==> src/rtl/vga_pkg.sv <==
// vga_pkg: shared types and constants for the VGA layer mixer.
//   fxState_t   - effect controller states
//   LEVEL_MAX   - full-brightness level (scale factor 16/16)
//   LEVEL_W     - width of the brightness level
//   LEVEL_SHIFT - right shift that turns channel*level back into a channel
//   N_CHANNELS  - colour channels per pixel (R, G, B)
package vga_pkg;
   typedef enum logic [1:0] {IDLE, FLASH, FADE_OUT, FADE_IN} fxState_t;
   localparam int LEVEL_MAX   = 16;
   localparam int LEVEL_W     = 5;
   localparam int LEVEL_SHIFT = 4;
   localparam int N_CHANNELS  = 3;
   function automatic int chanWidth(input int colorW);
      return colorW / N_CHANNELS;
   endfunction
endpackage

==> src/rtl/vga_fx_ctrl.sv <==
// vga_fx_ctrl: frame-synchronous effect controller (invert flash, brightness fade).
//   iClk, iRst         - pixel clock, synchronous active-high reset
//   iFrameStart        - one-cycle pulse at the start of each frame
//   iFlashTrig         - request an invert flash
//   iFadeTrig/iFadeDir - request a fade, direction 0 = out, 1 = in
//   oInvert            - invert all channels this frame
//   oLevel             - brightness level 0..16
//   oBusy              - request pending or effect running
module vga_fx_ctrl
   import vga_pkg::*;
#(
   parameter int FLASH_FRAMES     = 8,
   parameter int FADE_STEP_FRAMES = 4
) (
   input  logic               iClk,
   input  logic               iRst,
   input  logic               iFrameStart,
   input  logic               iFlashTrig,
   input  logic               iFadeTrig,
   input  logic               iFadeDir,
   output logic               oInvert,
   output logic [LEVEL_W-1:0] oLevel,
   output logic               oBusy
);
   localparam int CNT_MAX = FLASH_FRAMES > FADE_STEP_FRAMES ? FLASH_FRAMES : FADE_STEP_FRAMES;
   localparam int CNT_W   = $clog2(CNT_MAX + 1);
   fxState_t state, stateNext;
   logic [LEVEL_W-1:0] level, levelNext, levelDn, levelUp;
   logic [CNT_W-1:0] frameCnt, frameCntNext;
   logic pendFlash, pendFadeOut, pendFadeIn;
   logic pendFlashNext, pendFadeOutNext, pendFadeInNext;
   logic pending;
   assign pending = pendFlash | pendFadeOut | pendFadeIn;
   // Saturating steps: a fade already at its end level exits without moving.
   assign levelDn = level == '0 ? level : level - LEVEL_W'(1);
   assign levelUp = level == LEVEL_W'(LEVEL_MAX) ? level : level + LEVEL_W'(1);
   always_comb begin
      stateNext       = state;
      levelNext       = level;
      frameCntNext    = frameCnt;
      pendFlashNext   = pendFlash;
      pendFadeOutNext = pendFadeOut;
      pendFadeInNext  = pendFadeIn;
      // Only an idle controller accepts a request; fade beats a simultaneous flash.
      if (state == IDLE && !pending) begin
         pendFadeOutNext = iFadeTrig & ~iFadeDir;
         pendFadeInNext  = iFadeTrig & iFadeDir;
         pendFlashNext   = iFlashTrig & ~iFadeTrig;
      end
      if (iFrameStart) begin
         case (state)
            IDLE: if (pending) begin
               stateNext       = pendFlash ? FLASH : pendFadeOut ? FADE_OUT : FADE_IN;
               frameCntNext    = '0;
               pendFlashNext   = 1'b0;
               pendFadeOutNext = 1'b0;
               pendFadeInNext  = 1'b0;
            end
            FLASH: if (frameCnt == CNT_W'(FLASH_FRAMES - 1)) begin
               stateNext    = IDLE;
               frameCntNext = '0;
            end else frameCntNext = frameCnt + CNT_W'(1);
            FADE_OUT, FADE_IN: if (frameCnt == CNT_W'(FADE_STEP_FRAMES - 1)) begin
               frameCntNext = '0;
               levelNext    = state == FADE_OUT ? levelDn : levelUp;
               if (levelNext == (state == FADE_OUT ? LEVEL_W'(0) : LEVEL_W'(LEVEL_MAX)))
                  stateNext = IDLE;
            end else frameCntNext = frameCnt + CNT_W'(1);
            default: stateNext = IDLE;
         endcase
      end
   end
   always_ff @(posedge iClk) begin
      if (iRst) begin
         state       <= IDLE;
         level       <= LEVEL_W'(LEVEL_MAX);
         frameCnt    <= '0;
         pendFlash   <= 1'b0;
         pendFadeOut <= 1'b0;
         pendFadeIn  <= 1'b0;
      end else begin
         state       <= stateNext;
         level       <= levelNext;
         frameCnt    <= frameCntNext;
         pendFlash   <= pendFlashNext;
         pendFadeOut <= pendFadeOutNext;
         pendFadeIn  <= pendFadeInNext;
      end
   end
   assign oInvert = state == FLASH;
   assign oLevel  = level;
   assign oBusy   = pending | (state != IDLE);
endmodule

==> src/rtl/vga_layer_mixer.sv <==
// vga_layer_mixer: priority compositor of N_LAYERS layers over a background,
// followed by frame-synchronous invert/brightness effects; 2-cycle latency.
//   iClk, iRst              - pixel clock, synchronous active-high reset
//   iLayerDraw/iLayerColor  - per-layer draw flag and colour (layer 0 wins)
//   iLayerMask              - layer enables, shadowed on iFrameStart
//   iActive/iHSync/iVSync   - timing from the sync generator
//   iFrameStart             - one-cycle pulse at the start of each frame
//   iFlashTrig/iFadeTrig/iFadeDir - effect requests
//   oRed/oGreen/oBlue       - output pixel
//   oHSync/oVSync/oActive   - timing delayed to match the pixel
//   oBusy                   - effect pending or running
module vga_layer_mixer
   import vga_pkg::*;
#(
   parameter int N_LAYERS                 = 6,
   parameter int COLOR_W                  = 12,
   parameter logic [COLOR_W-1:0] BG_COLOR = 12'h0CF,
   parameter int FLASH_FRAMES             = 8,
   parameter int FADE_STEP_FRAMES         = 4
) (
   input  logic                             iClk,
   input  logic                             iRst,
   input  logic [N_LAYERS-1:0]              iLayerDraw,
   input  logic [N_LAYERS*COLOR_W-1:0]      iLayerColor,
   input  logic [N_LAYERS-1:0]              iLayerMask,
   input  logic                             iActive,
   input  logic                             iHSync,
   input  logic                             iVSync,
   input  logic                             iFrameStart,
   input  logic                             iFlashTrig,
   input  logic                             iFadeTrig,
   input  logic                             iFadeDir,
   output logic [COLOR_W/N_CHANNELS-1:0]    oRed,
   output logic [COLOR_W/N_CHANNELS-1:0]    oGreen,
   output logic [COLOR_W/N_CHANNELS-1:0]    oBlue,
   output logic                             oHSync,
   output logic                             oVSync,
   output logic                             oActive,
   output logic                             oBusy
);
   localparam int CH_W = chanWidth(COLOR_W);
   logic [N_LAYERS-1:0] mask;
   logic [COLOR_W-1:0] selColor, s1Color, scaled;
   logic s1Active, s1HSync, s1VSync;
   logic fxInvert;
   logic [LEVEL_W-1:0] fxLevel;
   vga_fx_ctrl #(
      .FLASH_FRAMES    (FLASH_FRAMES),
      .FADE_STEP_FRAMES(FADE_STEP_FRAMES)
   ) uFx (
      .iClk       (iClk),
      .iRst       (iRst),
      .iFrameStart(iFrameStart),
      .iFlashTrig (iFlashTrig),
      .iFadeTrig  (iFadeTrig),
      .iFadeDir   (iFadeDir),
      .oInvert    (fxInvert),
      .oLevel     (fxLevel),
      .oBusy      (oBusy)
   );
   // Scanning from the top down lets the lowest drawing index overwrite the rest.
   always_comb begin
      selColor = BG_COLOR;
      for (int k = N_LAYERS - 1; k >= 0; k--)
         if (iLayerDraw[k] & mask[k]) selColor = iLayerColor[k*COLOR_W +: COLOR_W];
   end
   for (genvar c = 0; c < N_CHANNELS; c++) begin : gCh
      logic [CH_W-1:0] inv;
      logic [CH_W+LEVEL_W-1:0] prod;
      assign inv  = fxInvert ? ~s1Color[c*CH_W +: CH_W] : s1Color[c*CH_W +: CH_W];
      assign prod = {{LEVEL_W{1'b0}}, inv} * {{CH_W{1'b0}}, fxLevel};
      assign scaled[c*CH_W +: CH_W] = prod[LEVEL_SHIFT +: CH_W];
   end
   if (COLOR_W > N_CHANNELS * CH_W) begin : gPad
      assign scaled[COLOR_W-1:N_CHANNELS*CH_W] = '0;
   end
   always_ff @(posedge iClk) begin
      if (iRst) begin
         mask     <= '1;
         s1Color  <= '0;
         s1Active <= 1'b0;
         s1HSync  <= 1'b0;
         s1VSync  <= 1'b0;
         oRed     <= '0;
         oGreen   <= '0;
         oBlue    <= '0;
         oActive  <= 1'b0;
         oHSync   <= 1'b0;
         oVSync   <= 1'b0;
      end else begin
         if (iFrameStart) mask <= iLayerMask;
         s1Color  <= selColor;
         s1Active <= iActive;
         s1HSync  <= iHSync;
         s1VSync  <= iVSync;
         oRed     <= s1Active ? scaled[2*CH_W +: CH_W] : '0;
         oGreen   <= s1Active ? scaled[CH_W +: CH_W] : '0;
         oBlue    <= s1Active ? scaled[0 +: CH_W] : '0;
         oActive  <= s1Active;
         oHSync   <= s1HSync;
         oVSync   <= s1VSync;
      end
   end
endmodule

==> config.mk <==
export PLATFORM = sky130hd
export DESIGN_NAME = vga_layer_mixer
export DESIGN_NICKNAME = d
export VERILOG_FILES = /design/src/rtl/vga_pkg.sv /design/src/rtl/vga_fx_ctrl.sv /design/src/rtl/vga_layer_mixer.sv
export SDC_FILE = /design/constraint.sdc
export NUM_CORES = 1
export LEC_CHECK = 0
export CAP_MARGIN = 20
export CORE_UTILIZATION = 50
export CTS_CLUSTER_DIAMETER = 120
export DETAILED_ROUTE_END_ITERATION = 7
export PLACE_DENSITY = 0.81
export SLEW_MARGIN = 15
export SYNTH_ARGS = -nofsm -noshare
export SYNTH_HDL_FRONTEND = slang
export SYNTH_SLANG_ARGS = --single-unit
export TNS_END_PERCENT = 30
==> constraint.sdc <==
create_clock -name iClk -period 4.45 [get_ports iClk]
set_clock_uncertainty 0.1 [all_clocks]
set_input_delay 0.89 -clock iClk [delete_from_list [all_inputs] [get_ports iClk]]
set_output_delay 0.89 -clock iClk [all_outputs]
set_load 0.02 [all_outputs]
# Word level (Yosys, flattened, before mapping)
# Index checks and enable logic that the tools add are counted.
# W data, S select, Z words.
[totals] latchBits=0 ramBits=0 mem_count=0 inputBits=93 mem_bits_ro=0 word_cells=98 regBits=50 out_inout_bits=16
[op_classes] bitwise_logic=18 shifts=0 n_div=0 n_eq_ne=11 magnitude_cmp=0 n_mul=3 mux=36 n_addsub=3 n_reduce_logical=10
[ops] op="$mux W12" n=6
[ops] op="$mul A4 B5 Y8" n=3
[ops] op="$mux W4" n=6
[ops] op="$mux W5" n=4
[ops] op="$mux W1" n=13
[ops] op="$not A4 Y4" n=3
[ops] op="$pmux W4 S3" n=1
[ops] op="$mux W2" n=5
[ops] op="$and A1 B1 Y1" n=9
[ops] op="$ne A2 B1 Y1 const B" n=4
[ops] op="$pmux W2 S3" n=1
[ops] op="$add A5 B1 Y5 const B" n=1
[ops] op="$eq A5 B5 Y1" n=1
[ops] op="$eq A5 B5 Y1 const B" n=1
[ops] op="$logic_not A5 Y1" n=1
[ops] op="$reduce_and A5 Y1" n=1
[ops] op="$sub A5 B1 Y5 const B" n=1
[ops] op="$add A4 B1 Y4 const B" n=1
[ops] op="$eq A2 B2 Y1 const B" n=2
[ops] op="$eq A4 B2 Y1 const B" n=1
[ops] op="$eq A4 B3 Y1 const B" n=1
[ops] op="$reduce_or A2 Y1" n=2
[ops] op="$not A1 Y1" n=3
[ops] op="$or A1 B1 Y1" n=3
[ops] op="7 further kinds" n=7

# Logic depth before layout (Yosys ltp)
# Gate-level depths: netlist (run 1).
[logic_depth] ltp_word=8 ltp_mapped=15 mapped_depth_nobuf=13

# By module
# From an unflattened synthesis (run 1), not the netlist that was laid out.
[unflattened] hier_cells=499 hier_area_um2=4170.2
[modules_own_cells] module="vga_layer_mixer" seq_area_each_um2=720.7 cells_each=375 n_inst=1 area_each_um2=3159.3
[modules_own_cells] module="vga_fx_ctrl" seq_area_each_um2=280.3 cells_each=124 n_inst=1 area_each_um2=1011.0

# Worst setup path before layout (run 1)
# No wires, ideal clock.
[synth_timing] path_type="register -> register" start="register uFx.state[0]" end="register oRed[3]" required_ns=4.286 path_stages_with_launch=16 n_path_buf=2 setup_ns=0.064 path_slack_ns=0.476 synth_period_minus_slack_ns=3.974 arrival_time_ns=3.809 path_cell_list="dfxtp_1 nor2b_1 buf_4 buf_2 xor2_1 and2_1 fa_1 inv_1 fa_1 inv_1 ha_1 a21o_1 a21o_1 a221oi_2 xnor3_1 nor2_1"
[synth_between] elab_chain_cells=3
[synth_lines] element="start, declared" line_no="vga_fx_ctrl.sv:27" source="fxState_t state, stateNext;"
[synth_lines] element="start signal, assigned" line_no="vga_fx_ctrl.sv:82" source="state <= stateNext;"
[synth_lines] element="$eq A2 B1 Y1" line_no="vga_fx_ctrl.sv:90" source="assign oInvert = state == FLASH;"
[synth_lines] element="$mux W4" line_no="vga_layer_mixer.sv:70" source="assign inv = fxInvert ? ~s1Color[c*CH_W +: CH_W] : s1Color[c*CH_W +: CH_W];"
[synth_lines] element="$mul A4 B5 Y8" line_no="vga_layer_mixer.sv:71" source="assign prod = {{LEVEL_W{1'b0}}, inv} * {{CH_W{1'b0}}, fxLevel};"
[synth_lines] element="end signal, assigned" line_no="vga_layer_mixer.sv:96" source="oRed <= s1Active ? scaled[2*CH_W +: CH_W] : '0;"
[synth_lines] element="end, declared" line_no="vga_layer_mixer.sv:33" source="output logic [COLOR_W/N_CHANNELS-1:0] oRed,"
# Every way passes these cells.
# A chain may end at the register's enable or synchronous reset.

# Final worst setup path (run 1)
[layout_timing] start="register uFx.state[0]" end="register oBlue[3]"
[layout_between] elab_chain_cells=3
[layout_lines] element="$eq A2 B1 Y1" line_no="vga_fx_ctrl.sv:90"
[layout_lines] element="$mux W4" line_no="vga_layer_mixer.sv:70"
[layout_lines] element="$mul A4 B5 Y8" line_no="vga_layer_mixer.sv:71"
[layout_lines] element="end signal, assigned" line_no="vga_layer_mixer.sv:98" source="oBlue <= s1Active ? scaled[0 +: CH_W] : '0;"
[layout_lines] element="end, declared" line_no="vga_layer_mixer.sv:35" source="output logic [COLOR_W/N_CHANNELS-1:0] oBlue,"
# Every way passes these cells.

==> Flow_metrics.wiki, run 1 <==
{| class="wikitable"
! Metric !! Value
|-
| Total Die Area || 8900 µm²
|-
| Worst Hold Launch || s1VSync
|-
| Worst-margin pin slew || 0.699 ns
|-
| Unrepaired setup endpoints after global routing || no
|-
| CP Buf/Inv Count || 3
|-
| Share of post-route cells with drive strength above 1 || 0.0587
|-
| Cts-stage hold buffer count || 0
|-
| Dominant delay contributor by cell family on the critical path || adder cells
|-
| Drt first-iter violations || 287
|-
| Leakage power || 0.00236 µW
|-
| Drt drc || 0
|-
| Longest Clk Path Bufs || 2
|-
| Mean number of vias per cell || 5.76
|-
| Synth top area cells || dfxtp_1 23%, ha_1 8.8%, nand2_1 7.1%, fa_1 7.0%, a21oi_1 4.5%
|-
| Min-Delay Endpoint || oVSync
|-
| Final standard cell count with taps included and fillers excluded || 735
|-
| Total power consumption of the routed design || 1660 µW
|-
| Clock-pin slew of the registers on the worst-case setup and hold paths || 0.10 ns
|-
| Critical path fanouts, max || 16
|-
| H-Tree Level Count || 2
|-
| Initial Utilization || 0.519
|-
| Final count of pins violating max slew || 0
|-
| Largest net degree at the start of global routing || 38
|-
| Netlist cell types || 66
|-
| Ordered cell list for the critical path || nor2b_2 > buf_4 > xor2_2 > and2_1 > fa_1 > inv_1 > fa_1 > inv_1 > ha_1 > or4_1 > a21oi_1 > nor4_1 > nor3_1
|-
| Crit path required time || 4.58 ns
|-
| Number of rows created at floorplan || 33
|-
| Post-detailed-route count of antenna-violating nets || 0
|-
| Per-cell routed wire length || 15.2 µm
|-
| Total global routing overflow || 0
|-
| Maximum VDD drop || 0.173 mV
|-
| Worst hold slack after final layout || 0.348 ns
|-
| Port-buffer cells || 108
|-
| Root buffer selected by CTS || clkbuf_8
|-
| Critical path endpoint category || flip-flop
|-
| Setup slack of the most critical reg-to-reg path || 0.58 ns
|-
| Length in cells of the worst reg-to-reg path || 13
|-
| Min-Delay Path Depth || 1
|-
| Sink Count || 50
|-
| Seq/Total Area, Yosys || 0.235
|-
| Areal power density over the cells || 302 nW/µm²
|-
| Total wirelength of the detailed-routed design || 11200 µm
|-
| Startpoint of the worst register-to-register path || uFx.state[0]
|-
| Horizontal die dimension || 94.3 µm
|-
| Post-synthesis cell count || 536
|-
| Final hold viol count || 0
|-
| Library cell occupying the most area in the post-synthesis netlist || dfxtp_1
|-
| Period utilisation layout || 0.870
|-
| Worst Path Class, Setup || flip-flop to flip-flop
|-
| Diodes inserted || 0
|-
| Clk Latency, worst-skew pair || 0.31 ns
|-
| Number of iterations in the first detailed-routing pass || 6
|-
| Class of the tightest hold or removal check || flip-flop to flip-flop
|-
| # Post-CTS Setup Buffers || 0
|-
| Max Cap Viol || 0
|-
| Time the worst path needs with I/O delays and setup || 3.87 ns
|-
| Number of CTS-inserted buffers || 5
|-
| Yosys warning count || 0
|-
| Max stage delay cell, worst path || fa_1
|-
| EDFF count, synth || 0
|-
| Most used flip-flop cell after synthesis || dfxtp_1
|-
| Post-route setup TNS || 0 ns
|-
| Post-synthesis area per instance || 7.95 µm²
|-
| Growth of design area from synthesis to finish || 29.0%
|-
| Critical R2R Capture || oBlue[3]
|-
| CTS tree || yes
|-
| Placed cell count || 727
|-
| Top cell type's share of synthesized area || 0.235
|-
| Final #Nets || 767
|-
| Startpoint type of the worst setup path || flip-flop
|-
| Number of global-route vias before repair || 3964
|-
| Setup violators final || 0
|-
| GRT Overall Usage || 0.262
|-
| Proportion of synthesized flip-flops having asynchronous set or reset || 0
|-
| Final estimated routing congestion in global placement || 0.935
|-
| Arrival time worst endpoint || 4.00 ns
|-
| Vias || 4232
|-
| Headroom to the max-slew limit || 0.533
|-
| Number of I/O pins || 109
|-
| Syn Nets || 674
|-
| Achievable frequency || 258 MHz
|-
| Run status || completed
|-
| Core Box Area || 8220 µm²
|-
| Synthesized flop and latch total || 50
|-
| Total standard cell area after synthesis || 4260 µm²
|-
| Initial antenna violation count || 0
|-
| Wire length of the first global-routing pass || 18300 µm
|-
| Number of resized instances in the post-cts repair step || 0
|-
| Vertical die dimension || 94.3 µm
|-
| Slowest Stage Delay on Critical Path || 0.54 ns
|-
| Placed wire-length estimate || 8740 µm
|}
[through the flow]
| step | setup slack, ns | area, µm² | util |
|---|---|---|---|
| floorplan | 0.476 | 4260 | - |
| global placement | 0.772 | 5400 | 0.658 |
| detailed placement | 0.638 | 5400 | 0.658 |
| CTS | 0.600 | 5500 | 0.669 |
| global route | 0.382 | 5500 | 0.669 |
| finish | 0.577 | 5500 | 0.669 |
[synthesized netlist by cell type (2+ instances only)]
cell      instances
a2111o_1          2
a211o_1           6
a211oi_1          8
a21o_1            5
a21oi_1          38
a31o_1            2
a31oi_1           6
a41oi_1           2
and2_1           25
and3_1            5
buf_2             4
buf_4             2
buf_6             2
clkbuf_1         22
clkinv_1          3
dfxtp_1          50
fa_1             15
ha_1             30
inv_1            24
mux2i_1           4
nand2_1          81
nand2b_1         10
nand3_1           9
nand3b_1          3
nor2_1           35
nor2b_1          15
nor3_1           13
nor4_1            4
o211ai_1         13
o211ai_2          2
o21a_1            3
o21ai_0          20
o21ai_1           2
o21ai_2           2
o221ai_1          8
o22a_1            2
o22ai_1           2
or3_4             2
or4_1             2
or4b_1            4
xnor2_1          12
xor2_1           12
xor2_2            2
[flip-flops by register name, summed over array words and instances (netlist names), 2 cells and up]
| name | count |
|---|---|
| oBlue | 4 |
| oGreen | 4 |
| uFx.state | 2 |
| uFx.frameCnt | 4 |
| uFx.oLevel | 5 |
| s1Color | 12 |
| mask | 6 |
| oRed | 4 |
[worst register-to-register path, cell delays in order, from the launching register on]
cell and delay, ns:
dfxtp_1 0.34, nor2b_2 0.28, buf_4 0.32, xor2_2 0.17, and2_1 0.21, fa_1 0.53, inv_1 0.05, fa_1 0.54
inv_1 0.05, ha_1 0.22, or4_1 0.48, a21oi_1 0.21, nor4_1 0.08, nor3_1 0.20
[per-layer routing]
layer  GRT usage  routed length, µm
met1       0.310               4500
met2       0.439               5270
met3      0.0526                822
met4       0.150                583
met5           0                  0
[where the power goes]
part           leakage (µW)  internal (µW)  total [µW]  switching [µW]
sequential         0.000411            489         521            32.1
combinational       0.00190            386         853             467
clock             0.0000491            116         285             169
[cell usage in the layout, fill, tap and decap left out, types with 3 or more instances in the layout]
cell,n
a21oi_1,38
inv_1,24
a31oi_1,6
nor2b_1,14
o21a_1,3
o221ai_1,8
nor2_1,35
ha_1,30
and2_1,25
nand2_1,81
o211ai_1,13
dfxtp_1,50
clkbuf_8,5
nand3_1,9
buf_4,10
xor2_1,12
nand2b_1,10
a211o_1,6
clkdlybuf4s50_1,108
or4b_1,4
a21o_1,5
a211oi_1,8
nor3_1,13
xnor2_1,12
clkinv_1,3
and3_1,5
o21ai_0,20
fa_1,15
nor4_1,4
mux2i_1,4
nand3b_1,3
[logic make-up (layout without fill, tap and decap cells)]
logic type,Yosys count,after routing,share of synthesized area
compound gates,132,132,0.213
xor+xnor,27,27,0.0622
fa+ha+maj,45,45,0.159
buf+inv,59,153,0.0587
flops,50,50,0.235
mux,5,5,0.0120
simple gates,218,218,0.261
[how the worst max path moves through the flow]
| stage | start | to | slack, ns | cells after the start |
|---|---|---|---|---|
| CTS | uFx.state[0] | oBlue[3] | 0.60 | 13 |
| floorplan | uFx.state[0] | oRed[3] | 0.48 | 15 |
| detailed placement | uFx.state[0] | oBlue[3] | 0.64 | 13 |
| global placement | uFx.state[0] | oGreen[3] | 0.77 | 13 |
| global route | uFx.state[0] | oBlue[3] | 0.38 | 14 |
| finish | uFx.state[0] | oBlue[3] | 0.58 | 13 |
[cell type report]
| cell class | instances | area, µm² |
|---|---|---|
| Clock buffer | 5 | 68.8 |
| Clock inverter | 3 | 26.3 |
| Fill cell | 695 | 2720 |
| Inverter | 27 | 101 |
| Multi-Input combinational cell | 427 | 3010 |
| Sequential cell | 50 | 1000 |
| Tap cell | 105 | 131 |
| Timing Repair Buffer | 118 | 1160 |
Note: power is estimated with default switching activity, not from simulation.
==> run 2: changes to the inputs <==
GPL_TIMING_DRIVEN = 0   (was default)
==> run 2 against run 1 <==
Against the previous run: sequential share of layout area decreased by 0.19 points; register-to-register slack got worse by 0.29 ns; clock-buffer cell count unchanged; clock power rose by 3%; critical endpoint is now oRed[3].
==> Flow_metrics.wiki, run 2 (synthesis gave the netlist of run 1 again) <==
{| class="wikitable"
! Metric !! Value
|-
| Number of CTS-inserted buffers || 5
|-
| Mean number of vias per cell || 5.70
|-
| Clock group share of total power || 0.174
|-
| Total global routing overflow || 0
|-
| Growth of design area from synthesis to finish || 30.4%
|-
| Final estimated routing congestion in global placement || 0.939
|-
| Number of I/O pins || 109
|-
| Drt first-iter violations || 159
|-
| Class of the tightest hold or removal check || flip-flop to flip-flop
|-
| Areal power density over the cells || 304 nW/µm²
|-
| Headroom to the max-slew limit || 0.640
|-
| Time the worst path needs with I/O delays and setup || 4.16 ns
|-
| Placed cell count || 748
|-
| Max Cap Viol || 0
|-
| Final standard cell count with taps included and fillers excluded || 755
|-
| Run status || completed
|-
| Register with the most flip-flops || s1Color
|-
| PnR worst setup slack || 0.287 ns
|-
| Longest Clk Path Bufs || 2
|-
| H-Tree Level Count || 2
|-
| Wire length of the first global-routing pass || 19400 µm
|-
| Number of global-route vias before repair || 4179
|-
| Diodes inserted || 0
|-
| Vias || 4300
|-
| CTS tree || yes
|-
| Core Box Area || 8220 µm²
|-
| Flip-flop count of the largest register after layout || 12
|-
| Clk Latency, worst-skew pair || 0.31 ns
|-
| Critical path fanouts, max || 19
|-
| Setup violators final || 0
|-
| Worst-margin pin slew || 0.539 ns
|-
| Sequential cell area || 1000 µm²
|-
| Drt drc || 0
|-
| Initial Utilization || 0.519
|-
| Sequential Power Share || 0.312
|-
| Place WS || 0.127 ns
|-
| Placed wire-length estimate || 9530 µm
|-
| Total wirelength of the detailed-routed design || 11600 µm
|-
| Arrival time worst endpoint || 4.32 ns
|-
| Per-cell routed wire length || 15.4 µm
|-
| Clock-pin slew of the registers on the worst-case setup and hold paths || 0.11 ns
|-
| Min-Delay Path Depth || 1
|-
| Final hold viol count || 0
|-
| Startpoint type of the worst setup path || flip-flop
|-
| Power Internal || 1000 µW
|-
| Number of resized instances in the post-cts repair step || 0
|-
| Initial antenna violation count || 0
|-
| Net switching power of the design || 688 µW
|-
| Commonest non-fill, non-tap cells in the layout || 107 x clkdlybuf4s50_1, 81 x nand2_1, 50 x dfxtp_1
|-
| Vertical die dimension || 94.3 µm
|-
| Period utilisation layout || 0.935
|-
| Horizontal die dimension || 94.3 µm
|-
| Number of iterations in the first detailed-routing pass || 4
|-
| Area occupied by multi-input gates || 3010 µm²
|-
| Post-detailed-route count of antenna-violating nets || 0
|-
| Worst Path Class, Setup || flip-flop to flip-flop
|-
| Crit path required time || 4.60 ns
|-
| Cts-stage hold buffer count || 0
|-
| Port-buffer cells || 107
|-
| Maximum VDD drop || 0.160 mV
|-
| Switching power share of the total || 0.407
|-
| Number of rows created at floorplan || 33
|-
| Total Die Area || 8900 µm²
|-
| Final #Nets || 787
|-
| GRT Overall Usage || 0.278
|-
| Leading cell type in the layout, fill and taps excluded || clkdlybuf4s50_1
|-
| Critical path endpoint category || flip-flop
|-
| Post-route setup TNS || 0 ns
|-
| Logic pwr share || 0.514
|-
| Share of post-route cells with drive strength above 1 || 0.0523
|-
| Largest net degree at the start of global routing || 19
|-
| Sink Count || 50
|-
| Leakage power || 0.00237 µW
|-
| Final count of pins violating max slew || 0
|-
| Achievable frequency || 240 MHz
|-
| Root buffer selected by CTS || clkbuf_8
|-
| Length in cells of the worst reg-to-reg path || 14
|-
| Number of filler cells placed in the layout || 698
|-
| Unrepaired setup endpoints after global routing || no
|}
[run 2: cell types whose count changed in the layout (fill, tap and decap cells not counted), moves of 2 or more]
cell | previous run | this run
buf_2 | 0 | 3
buf_6 | 0 | 2
clkbuf_1 | 0 | 22
buf_4 | 10 | 2
[run 2: final timing paths]
check | startpoint | to | slack [ns]
setup / recovery | uFx.state[1] | oRed[3] | 0.29
setup reg to reg | uFx.state[1] | oRed[3] | 0.29
hold reg to reg | s1VSync | oVSync | 0.35
hold / removal | s1VSync | oVSync | 0.35
[run 2: cell type report]
class	count	area share
buffer	31	0.0259
clock buffer	5	0.0124
clock inverter	3	0.00518
inverter	27	0.0182
multi-input combinational	427	0.542
sequential	50	0.180
tap	105	0.0236
timing repair buffer	107	0.193
[run 2: timing repair]
action                                  4_1_cts  5_1_grt
endpoints found under the hold margin         0        0
endpoints found under the setup margin        0        1
setup buffers                                 0        0
[run 2: layer usage]
layer | GRT usage | part of all wire
met1 | 0.320 | 0.40
met2 | 0.492 | 0.49
met3 | 0.0542 | 0.069
met4 | 0.132 | 0.041
met5 | 0 | 0
[run 2: power by group through the flow]
stage               clock, µW  combinational [µW]  sequential, µW
finish                    293                 869             527
global route              318                 955             534
CTS                       300                 864             527
detailed placement          0                 850             537
global placement            0                 835             534
floorplan                   0                 592             537
[run 2: stage by stage]
step | instance area, µm² | utilization | power (µW) | hold slack (ns)
floorplan | 4260 | - | 1130 | 0.314
global placement | 5460 | 0.665 | 1370 | 0.317
detailed placement | 5460 | 0.665 | 1390 | 0.329
CTS | 5560 | 0.677 | 1690 | 0.355
global route | 5560 | 0.676 | 1810 | 0.376
finish | 5560 | 0.676 | 1690 | 0.351
[run 2: worst max-delay path, stage by stage, from the launching register on]
cell      delay (ns)
dfxtp_1         0.40
nor2b_1         0.19
buf_4           0.32
xor2_1          0.17
and2_1          0.21
fa_1            0.50
inv_1           0.06
fa_1            0.55
inv_1           0.05
ha_1            0.35
a21o_1          0.19
a21o_1          0.20
a221oi_2        0.27
xnor3_1         0.44
nor2_1          0.10
==> run 3: changes to the inputs <==
GPL_ROUTABILITY_DRIVEN = 0   (was default)
REMOVE_ABC_BUFFERS = 1   (was default)
==> run 3 against run 2 <==
Against the previous run: sequential power grew 4.0%; setup slack lost 0.070 ns; highest routed layer unchanged; clock-buffer cell count is the same; wire length shrank 10%; sequential share of layout area grew 0.40 points; fmax shrank 1.6%; via count shrank 4.9%; combinational power shrank 6.6%; critical endpoint unchanged; final area shrank 2.1%; first-iteration DRC count grew 64%.
==> Flow_metrics.wiki, run 3 (synthesis gave the netlist of run 1 again) <==
{| class="wikitable"
! Metric !! Value
|-
| Unrepaired setup endpoints after global routing || no
|-
| Per-cell routed wire length || 14.3 µm
|-
| Horizontal die dimension || 94.3 µm
|-
| Class of the tightest hold or removal check || flip-flop to flip-flop
|-
| Min-Delay Endpoint || oHSync
|-
| Total wirelength of the detailed-routed design || 10400 µm
|-
| Setup violators final || 0
|-
| Headroom to the max-slew limit || 0.509
|-
| Diodes inserted || 0
|-
| Clock group share of total power || 0.177
|-
| Drt first-iter violations || 260
|-
| Mean number of vias per cell || 5.63
|-
| Leakage power || 0.00232 µW
|-
| Largest net degree at the start of global routing || 38
|-
| Arrival time worst endpoint || 4.39 ns
|-
| Root buffer selected by CTS || clkbuf_8
|-
| Number of iterations in the first detailed-routing pass || 5
|-
| Share of post-route cells with drive strength above 1 || 0.0483
|-
| End-of-flow core utilization || 0.662
|-
| Number of CTS-inserted buffers || 5
|-
| Number of I/O pins || 109
|-
| Vertical die dimension || 94.3 µm
|-
| Max Cap Viol || 0
|-
| Maximum VDD drop || 0.198 mV
|-
| CTS tree || yes
|-
| Period utilisation layout || 0.951
|-
| Startpoint of the worst register-to-register path || uFx.state[1]
|-
| Post-detailed-route count of antenna-violating nets || 0
|-
| Switching power share of the total || 0.404
|-
| Critical path fanouts, max || 16
|-
| Port-buffer cells || 108
|-
| Crit path required time || 4.61 ns
|-
| Commonest non-fill, non-tap cells in the layout || 107 x clkdlybuf4s50_1, 81 x nand2_1, 49 x dfxtp_1
|-
| Run status || completed
|-
| Sink Count || 50
|-
| Logic pwr share || 0.491
|-
| Wire length of the first global-routing pass || 17500 µm
|-
| Net switching power of the design || 667 µW
|-
| GRT Overall Usage || 0.246
|-
| Leading cell type in the layout, fill and taps excluded || clkdlybuf4s50_1
|-
| Achievable frequency || 236 MHz
|-
| Drt drc || 0
|-
| Worst-margin pin slew || 0.736 ns
|-
| Clock-pin slew of the registers on the worst-case setup and hold paths || 0.11 ns
|-
| # Post-CTS Setup Buffers || 0
|-
| Initial antenna violation count || 0
|-
| Place WS || -0.0119 ns
|-
| Number of global-route vias before repair || 3900
|-
| Total global routing overflow || 0
|-
| Areal power density over the cells || 304 nW/µm²
|-
| Critical R2R Capture || oRed[3]
|-
| PnR worst setup slack || 0.218 ns
|-
| Length in cells of the worst reg-to-reg path || 14
|-
| Register with the most flip-flops || s1Color
|-
| Final hold viol count || 0
|-
| Final standard cell count with taps included and fillers excluded || 726
|-
| Flip-flop count of the largest register after layout || 12
|-
| Startpoint type of the worst setup path || flip-flop
|-
| Initial Utilization || 0.519
|-
| Growth of design area from synthesis to finish || 27.7%
|-
| Setup slack of the most critical reg-to-reg path || 0.22 ns
|-
| Number of filler cells placed in the layout || 693
|-
| Area occupied by multi-input gates || 3020 µm²
|-
| Power Internal || 985 µW
|-
| Sequential Power Share || 0.331
|-
| Vias || 4088
|-
| Longest Clk Path Bufs || 2
|-
| Time the worst path needs with I/O delays and setup || 4.23 ns
|-
| Post-route setup TNS || 0 ns
|-
| Worst Path Class, Setup || flip-flop to flip-flop
|-
| Total power consumption of the routed design || 1650 µW
|-
| Clk Latency, worst-skew pair || 0.32 ns
|-
| Final count of pins violating max slew || 0
|-
| Final #Nets || 758
|-
| Number of rows created at floorplan || 33
|-
| Worst Hold Launch || s1HSync
|-
| Core Box Area || 8220 µm²
|-
| Sequential cell area || 1000 µm²
|-
| Total Die Area || 8900 µm²
|-
| H-Tree Level Count || 2
|-
| Critical path endpoint category || flip-flop
|-
| Placed wire-length estimate || 8200 µm
|-
| Placed cell count || 718
|-
| Min-Delay Path Depth || 1
|}
run 3: cell types whose count changed in the layout (fill, tap and decap cells not counted), sizes merged:
| cell | change |
|---|---|
| inv | -1 |
| clkbuf | -23 |
| buf | -6 |
| clkinv | +1 |
run 3: worst max-delay path by stage:
stage                     slack [ns]          from       to
after floorplan                -0.55  uFx.state[0]  oRed[3]
after global placement         -1.13  uFx.state[0]  oRed[3]
after detailed placement       -0.01  uFx.state[0]  oRed[3]
after CTS                       0.10  uFx.state[0]  oRed[3]
after global routing           0.002  uFx.state[1]  oRed[3]
final                           0.22  uFx.state[1]  oRed[3]
run 3: area by class of cell:
| type | count | area share |
|---|---|---|
| Clock buffer | 5 | 0.0126 |
| Clock inverter | 3 | 0.00529 |
| Multi-Input combinational cell | 427 | 0.555 |
| Inverter | 27 | 0.0186 |
| Timing Repair Buffer | 109 | 0.201 |
| Sequential cell | 50 | 0.184 |
| Tap cell | 105 | 0.0241 |
run 3: power groups by stage:
| stage | Sequential (µW) | Clock [µW] | Combinational [µW] |
|---|---|---|---|
| floorplan | 548 | 0 | 541 |
| global placement | 551 | 0 | 769 |
| detailed placement | 554 | 0 | 798 |
| CTS | 545 | 299 | 809 |
| global route | 554 | 315 | 910 |
| finish | 548 | 293 | 812 |
run 3: stage by stage:
step | hold WS, ns | cell area, µm²
floorplan | 0.314 | 4110
global route | 0.380 | 5440
CTS | 0.352 | 5440
global placement | 0.317 | 5330
detailed placement | 0.326 | 5340
finish | 0.351 | 5440
run 3: critical path, stage by stage, from the launching register on:
cell and delay, ns:
dfxtp_1 0.71, nor2b_4 0.17, buf_8 0.20, xnor2_1 0.19, nor2_1 0.09, fa_1 0.53, inv_1 0.05, fa_1 0.53
inv_1 0.04, ha_1 0.35, a21o_1 0.20, a21o_1 0.20, a221oi_2 0.28, xnor3_1 0.44, nor2_1 0.08
run 3: per-layer routing:
| layer | global-route usage | part of all wire | up-vias |
|---|---|---|---|
| li1 | - | - | 2041 |
| met1 | 0.292 | 0.43 | 1880 |
| met2 | 0.455 | 0.50 | 155 |
| met3 | 0.0518 | 0.063 | 12 |
| met4 | 0.0487 | 0.0092 | 0 |
| met5 | 0 | 0 | - |
run 3: repair_timing:
item / in CTS / in global routing
endpoints found under the setup margin: 1 / 1
hold buffers: 0 / 0
resized for setup: 1 / 1
